===== config.mk =====
export PLATFORM = sky130hd
export DESIGN_NAME = hazard_ctrl
export DESIGN_NICKNAME = d
export VERILOG_FILES = /design/src/rtl/hazard_ctrl.sv
export SDC_FILE = /design/constraint.sdc
export NUM_CORES = 1
export LEC_CHECK = 0
export CORE_ASPECT_RATIO = 0.5
export CORE_MARGIN = 4
export CORE_UTILIZATION = 35
export DETAILED_ROUTE_END_ITERATION = 7
export GPL_ROUTABILITY_DRIVEN = 0
export PLACE_DENSITY = 0.66
export RECOVER_POWER = 50
export REMOVE_ABC_BUFFERS = 1
export SLEW_MARGIN = 20
export SYNTH_ARGS = -nofsm -noshare
export SYNTH_HDL_FRONTEND = slang
export SYNTH_SLANG_ARGS = --single-unit

===== constraint.sdc =====
create_clock -name clk -period 3 [get_ports clk]
set_input_delay 0.45 -clock clk [delete_from_list [all_inputs] [get_ports clk]]
set_output_delay 0.45 -clock clk [all_outputs]
set_load 0.03 [all_outputs]

===== src/rtl/hazard_ctrl.sv =====
// Pipeline hazard unit: operand forwarding, load-use and branch handling,
// and a data-memory wait FSM with sticky timeout error and stall counter.
module hazard_ctrl #(
    parameter int REG_WIDTH = 4,
    parameter int TIMEOUT   = 16,
    parameter int CNT_WIDTH = 16
) (
    input  logic                 clk,
    input  logic                 rst,
    input  logic [REG_WIDTH-1:0] i_rs1_D,
    input  logic [REG_WIDTH-1:0] i_rs2_D,
    input  logic [REG_WIDTH-1:0] i_rs1_E,
    input  logic [REG_WIDTH-1:0] i_rs2_E,
    input  logic [REG_WIDTH-1:0] i_rd_E,
    input  logic [1:0]           i_result_src_E,
    input  logic                 i_pc_src_E,
    input  logic [REG_WIDTH-1:0] i_rd_M,
    input  logic [REG_WIDTH-1:0] i_rd_WB,
    input  logic                 i_reg_write_M,
    input  logic                 i_reg_write_WB,
    input  logic                 i_mem_req_M,
    input  logic                 i_mem_ready,
    output logic                 o_stall_F,
    output logic                 o_stall_D,
    output logic                 o_stall_E,
    output logic                 o_stall_M,
    output logic                 o_flush_D,
    output logic                 o_flush_E,
    output logic                 o_flush_WB,
    output logic [1:0]           o_forward_a_E,
    output logic [1:0]           o_forward_b_E,
    output logic                 o_mem_err,
    output logic [CNT_WIDTH-1:0] o_stall_cycles
);

    typedef enum logic [1:0] {
        RUN      = 2'd0,
        MEM_WAIT = 2'd1,
        ERR      = 2'd2
    } state_t;

    localparam logic [7:0] LAST_WAIT = 8'(TIMEOUT - 1);

    state_t     state;
    logic [7:0] wait_cnt;
    logic       lw_stall;
    logic       mem_stall;

    function automatic logic [1:0] fwd_sel(
        input logic [REG_WIDTH-1:0] rs,
        input logic [REG_WIDTH-1:0] rd_m,
        input logic                 we_m,
        input logic [REG_WIDTH-1:0] rd_wb,
        input logic                 we_wb
    );
        if (we_m && rd_m != '0 && rd_m == rs)
            return 2'b10;
        else if (we_wb && rd_wb != '0 && rd_wb == rs)
            return 2'b01;
        else
            return 2'b00;
    endfunction

    assign lw_stall = (i_result_src_E == 2'b01) && (i_rd_E != '0) &&
                      (i_rd_E == i_rs1_D || i_rd_E == i_rs2_D);

    assign mem_stall = (state == RUN && i_mem_req_M && !i_mem_ready) ||
                       (state == MEM_WAIT && !i_mem_ready) ||
                       (state == ERR);

    // Memory stall outranks branch, which outranks load-use.
    always_comb begin
        o_stall_F     = 1'b0;
        o_stall_D     = 1'b0;
        o_stall_E     = 1'b0;
        o_stall_M     = 1'b0;
        o_flush_D     = 1'b0;
        o_flush_E     = 1'b0;
        o_flush_WB    = 1'b0;
        o_forward_a_E = 2'b00;
        o_forward_b_E = 2'b00;
        if (!rst) begin
            o_forward_a_E = fwd_sel(i_rs1_E, i_rd_M, i_reg_write_M,
                                    i_rd_WB, i_reg_write_WB);
            o_forward_b_E = fwd_sel(i_rs2_E, i_rd_M, i_reg_write_M,
                                    i_rd_WB, i_reg_write_WB);
            if (mem_stall) begin
                o_stall_F  = 1'b1;
                o_stall_D  = 1'b1;
                o_stall_E  = 1'b1;
                o_stall_M  = 1'b1;
                o_flush_WB = 1'b1;
            end else if (i_pc_src_E) begin
                o_flush_D = 1'b1;
                o_flush_E = 1'b1;
            end else if (lw_stall) begin
                o_stall_F = 1'b1;
                o_stall_D = 1'b1;
                o_flush_E = 1'b1;
            end
        end
    end

    always_ff @(posedge clk or posedge rst) begin
        if (rst) begin
            state     <= RUN;
            wait_cnt  <= 8'd0;
            o_mem_err <= 1'b0;
        end else begin
            case (state)
                RUN: begin
                    if (i_mem_req_M && !i_mem_ready) begin
                        state    <= MEM_WAIT;
                        wait_cnt <= 8'd1;
                    end
                end
                MEM_WAIT: begin
                    if (i_mem_ready) begin
                        state <= RUN;
                    end else if (wait_cnt == LAST_WAIT) begin
                        state     <= ERR;
                        o_mem_err <= 1'b1;
                    end else begin
                        wait_cnt <= wait_cnt + 8'd1;
                    end
                end
                ERR:     state <= ERR;
                default: state <= RUN;
            endcase
        end
    end

    always_ff @(posedge clk or posedge rst) begin
        if (rst)
            o_stall_cycles <= '0;
        else if (o_stall_F && o_stall_cycles != '1)
            o_stall_cycles <= o_stall_cycles + 1'b1;
    end

endmodule


Word-level counts from Yosys, hierarchy flattened --
Cells that the tools add are included.
Operators by class: add/subtract/negate cells 2, equality and inequality tests 15, muxes and demuxes 26, bitwise gates (word level) 1, reduce and logical (&&, ||, !) cells 25
Operators by type and width (number):
- == test 4 bit | 6
- 2-to-1 mux 8 bit | 3
- adder 16 x 1 -> 16 bit, second input constant | 1
- != test 16 bit, second input constant | 1
- case mux 8 bit (2 select lines) | 1
- 2-to-1 mux 1 bit | 14
- 2-to-1 mux 2 bit | 7
- logical AND 1 bit | 13
- nonzero test 4 bit | 3
- adder 8 x 1 -> 8 bit, second input constant | 1
- == test 8 x 4 -> 1 bit, second input constant | 1
- case mux 2 bit (3 select lines) | 1
- == test 2 x 1 -> 1 bit, second input constant | 2
- != test 2 bit, second input constant | 2
- AND reduction 4 bit | 1
- logical OR 1 bit | 3
- != test 3 x 2 -> 1 bit, second input constant | 1
- AND reduction 3 bit | 1
- == test 2 bit, second input constant | 1
- logical NOT 2 bit | 1
- != test 2 x 1 -> 1 bit, second input constant | 1
- AND reduction 2 bit | 1
- nonzero test 2 bit | 1
- logical NOT 1 bit | 1
- NOT 1 bit | 1
Word-level totals: register bits 27, input port bits 37, output and inout bits 28, logic and storage cells 73

Longest topological paths before layout --
word-level depth 8, depth in mapped cells 8, gate-level depth less buffers 7

Least setup slack after synthesis --
No wires, ideal clock.
kind in2out, start point in rst, end point out o_forward_a_E[0], arrival 1.980 ns, required time 2.550 ns, slack 0.570 ns, stages 3, cell sequence inv_1 > nand3_1 > nor3_1
On the way: word-level cells in the longest chain between the ends 1
Ends and longest elaborated chain:
- start: declaration | RTL line 9 | input logic rst,
- 2-to-1 mux 2 bit | RTL line 82 | if (!rst) begin
- end: declaration | RTL line 30 | output logic [1:0] o_forward_a_E,
No other way between the ends.

Worst setup path after layout --
start point in i_rd_M[0], end point out o_forward_a_E[1]
On the way: word-level cells in the longest chain between the ends 5
Ends and longest elaborated chain:
- start: declaration | RTL line 17 | input logic [REG_WIDTH-1:0] i_rd_M,
- nonzero test 4 bit | RTL line 56 | if (we_m && rd_m != '0 && rd_m == rs)
- logical AND 1 bit | RTL line 56
- logical AND 1 bit (*) | RTL line 56
- 2-to-1 mux 2 bit (*) | RTL line 56
- 2-to-1 mux 2 bit (*) | RTL line 82
Mark *: on every way between the ends. The rest lies on a longest branch, timed or not.

==> results_dict.tcl <==
set metrics [dict create \
    synth_xor_area_share_pct 22.89 \
    fin_nets 278 \
    cp_common_cell "clkdlybuf4s50_1" \
    grt_util_all_layers_pct 13.55 \
    worst-r2r-setup-slack_ps 990 \
    hold_buffers 0 \
    sw_frac_of_total_pct 34.48 \
    synth.distinct_cells 39 \
    core_area_mm2 0.004573 \
    syn_area_per_cell_um2 10.01 \
    clk_latency_ps 280 \
    setup-violations-final 0 \
    cp.arrival_ps 2170 \
    power.switching_w 0.0003580 \
    fillers 411 \
    synth-simple-area-share_pct 27.18 \
    grt_pass1_wl_um 6817 \
    run_status "finished, final reports clean" \
    p_total_w 0.001038 \
    drive_above_1_share_pct 10.50 \
    synth.yosys.seq_area_share_pct 39.24 \
    synth-edff-count 0 \
    cpPeakStageDelay_ps 600 \
    r2r_start "o_stall_cycles[0]" \
    initial_core_util_pct 37.65 \
    min-delay-start "o_mem_err" \
    firstDrtPassIters 3 \
    p_clk_share_pct 20.2 \
    synth_top_cell_by_area "dfrtp_1" \
    critPathSlowestCell "clkdlybuf4s50_1" \
    async_flop_share_pct 100.0 \
    via_per_inst 4.760 \
    wl_per_cell_um 13.03 \
    internal_power_w 0.0006802 \
    hp-class "register to register" \
    min_to "o_mem_err" \
    yosysMostFrequentCell "xnor2_1" \
    clk_pin_slew_ps 90 \
    synth-compound-area-share_pct 5.451 \
    cts-root-buf "clkbuf_8" \
    cts_resized 0 \
    netlist_top_cells_count "xnor2_1, dfrtp_1, nor2_1, xor2_1" \
    numCtsBuffers 3 \
    grt_pass1_vias 1426 \
    reg2reg_depth 6 \
    path_cells "clkdlybuf4s50_1 -> o41ai_1 -> buf_4 -> nor3_1 -> clkdlybuf4s50_1" \
    synthesis.area_mm2 0.001722 \
    synth_flop_cell "dfrtp_1" \
    slew_viol_final 0 \
    grt_overflow_total 0 \
    via_count 1447 \
    ant_nets 0 \
    synthMuxAreaShare_pct 0.6541 \
    grt_max_degree 28 \
    fin_setup_tns_ps 0 \
    synthesis.instances 172 \
    cts_post_setup_buffers_inserted 0 \
    maxCapViolCount 0 \
    endpoint_kind "output pin" \
    synth-adder-area-share_pct 1.453 \
    dieArea_mm2 0.006173 \
    die_w_um 107.2 \
    grt_setup_unrepaired "no" \
    slew_headroom_pct 5.457 \
    drt-initial-drc-count 27 \
    cts_tree "yes" \
    timing.rr.end "o_stall_cycles[1]" \
    crit_required_ps 2550 \
    port_buffers 64 \
    ys_ff_latch 27 \
    layout_min_cycle_time_ps 2621 \
    cp-start-kind "input pin" \
    synth_top_area_share_pct 39.24 \
    row_count 17 \
    whs_ps 476.5 \
    clock_sinks 27 \
    crit_path_max_fanout 4 \
    clockBufferDepth 2 \
    worstMarginPinSlew_ps 1418 \
    area_growth_pct 42.51 \
    hpwl_um 3280 \
    pre_cts_ws_ps 361.2 \
    fin_util_pct 53.65 \
    antenna_found_initial 0 \
    criticalPathCategory "input pin to output pin" \
    period_share_pct 87.36 \
    leakage_nw 1.062 \
    combinationalPowerShare_pct 34.5 \
    yosysWarnings 0 \
    io-pin-count 65 \
    num_antenna_cells 0 \
    worst_slack_ps 379.2 \
    synth_area_leaders "dfrtp_1, xnor2_1, xor2_1" \
    p_per_area_mw_per_mm2 423.1 \
    fp.dieH_um 57.60 \
    hold_viol_final 0 \
    fmax_ghz 0.3816 \
    synth_top_family_by_area "simple AND/OR/NAND/NOR gates" \
    finalWirelength_um 3961 \
    htree_num_levels 1 \
    hold_depth 1 \
    ir_drop_uv 233.7 \
    p_seq_share_pct 45.3 \
    drc 0 \
    finClkSkew_ps 8.559 \
]
==> logic make-up (layout without fill, tap and decap cells) <==
kind of cell               after synthesis  count (layout)
and+or+nand+nor                         80              80
xor gates and xnor gates                45              45
DFF                                     27              27
buffers and inverters                    9              75
AOI/OAI and AO/OA                        8               8
adders and majority gates                2               2
muxes                                    1               1
==> per-layer routing <==
| layer | vias to the layer above | track usage (%) | part of all wire, % |
|---|---|---|---|
| met2 | 25 | 24.44 | 51 |
| met1 | 682 | 16.98 | 45 |
| li1 | 736 | - | - |
| met4 | 0 | 2.732 | 0.73 |
| met5 | - | 0 | 0 |
| met3 | 4 | 2.712 | 3.7 |
==> state kept, by name, indices dropped and copies added (netlist names) <==
name / count
o_stall_cycles: 16
o_mem_err: 1
state: 2
wait_cnt: 8
==> worst max path at each step <==
| stage | from | endpoint | slack, ps | depth (start not counted) |
|---|---|---|---|---|
| 3_3_place_gp | i_rd_M[0] | o_forward_a_E[1] | 400 | 5 |
| 4_1_cts | i_rd_M[0] | o_forward_a_E[1] | 360 | 5 |
| 3_5_place_dp | i_rd_M[0] | o_forward_a_E[1] | 360 | 5 |
| 6_report | i_rd_M[0] | o_forward_a_E[1] | 380 | 5 |
| 2_1_floorplan | rst | o_forward_a_E[0] | 570 | 3 |
| 5_1_grt | i_rd_M[2] | o_forward_a_E[1] | 310 | 5 |
==> placed cells by master, fill, tap and decap left out, types with 2 or more instances in the layout <==
cell type        count
buf_4               10
clkbuf_8             3
nand2b_1             2
nor3_1              10
ha_1                 2
nand3_1              8
xnor2_1             28
nand2_1             10
and3_1               3
nand4b_1             2
nor2_1              18
clkdlybuf4s50_1     46
inv_1                4
and4_1               3
nand4_1              9
xor2_1              17
and4b_1              2
nor4_2               2
dlygate4sd3_1       10
dfrtp_1             27
==> power by group through the flow <==
stage          sequential [W]  combinational, W  clock (W)
2_1_floorplan        0.000535          0.000134          0
3_3_place_gp         0.000477          0.000362          0
3_5_place_dp         0.000478          0.000367          0
4_1_cts              0.000471          0.000368   0.000221
5_1_grt              0.000482          0.000387   0.000237
6_report             0.000470          0.000358   0.000210
==> critical path, delay by kind of cell <==
kind | cells | cell delay, ps
AOI/OAI and AO/OA | 1 | 410
and+or+nand+nor | 1 | 50
buffers and inverters | 3 | 1260
==> through the flow <==
| step | std cells | cell area [µm²] |
|---|---|---|
| floorplan | 167 | 1683 |
| global placement | 300 | 2409 |
| detailed placement | 300 | 2409 |
| CTS | 304 | 2457 |
| global route | 304 | 2454 |
| finish | 304 | 2454 |
==> cell type report <==
class,instances,area (µm²),share of cell area [%]
clock inverter,1,7.507,0.3060
timing repair buffer,67,639.4,26.06
clock buffer,3,41.29,1.683
multi-input combinational,136,992.2,40.44
sequential,27,675.6,27.54
tap,66,82.58,3.366
inverter,4,15.01,0.6119
(Power assumes the default switching activity.)
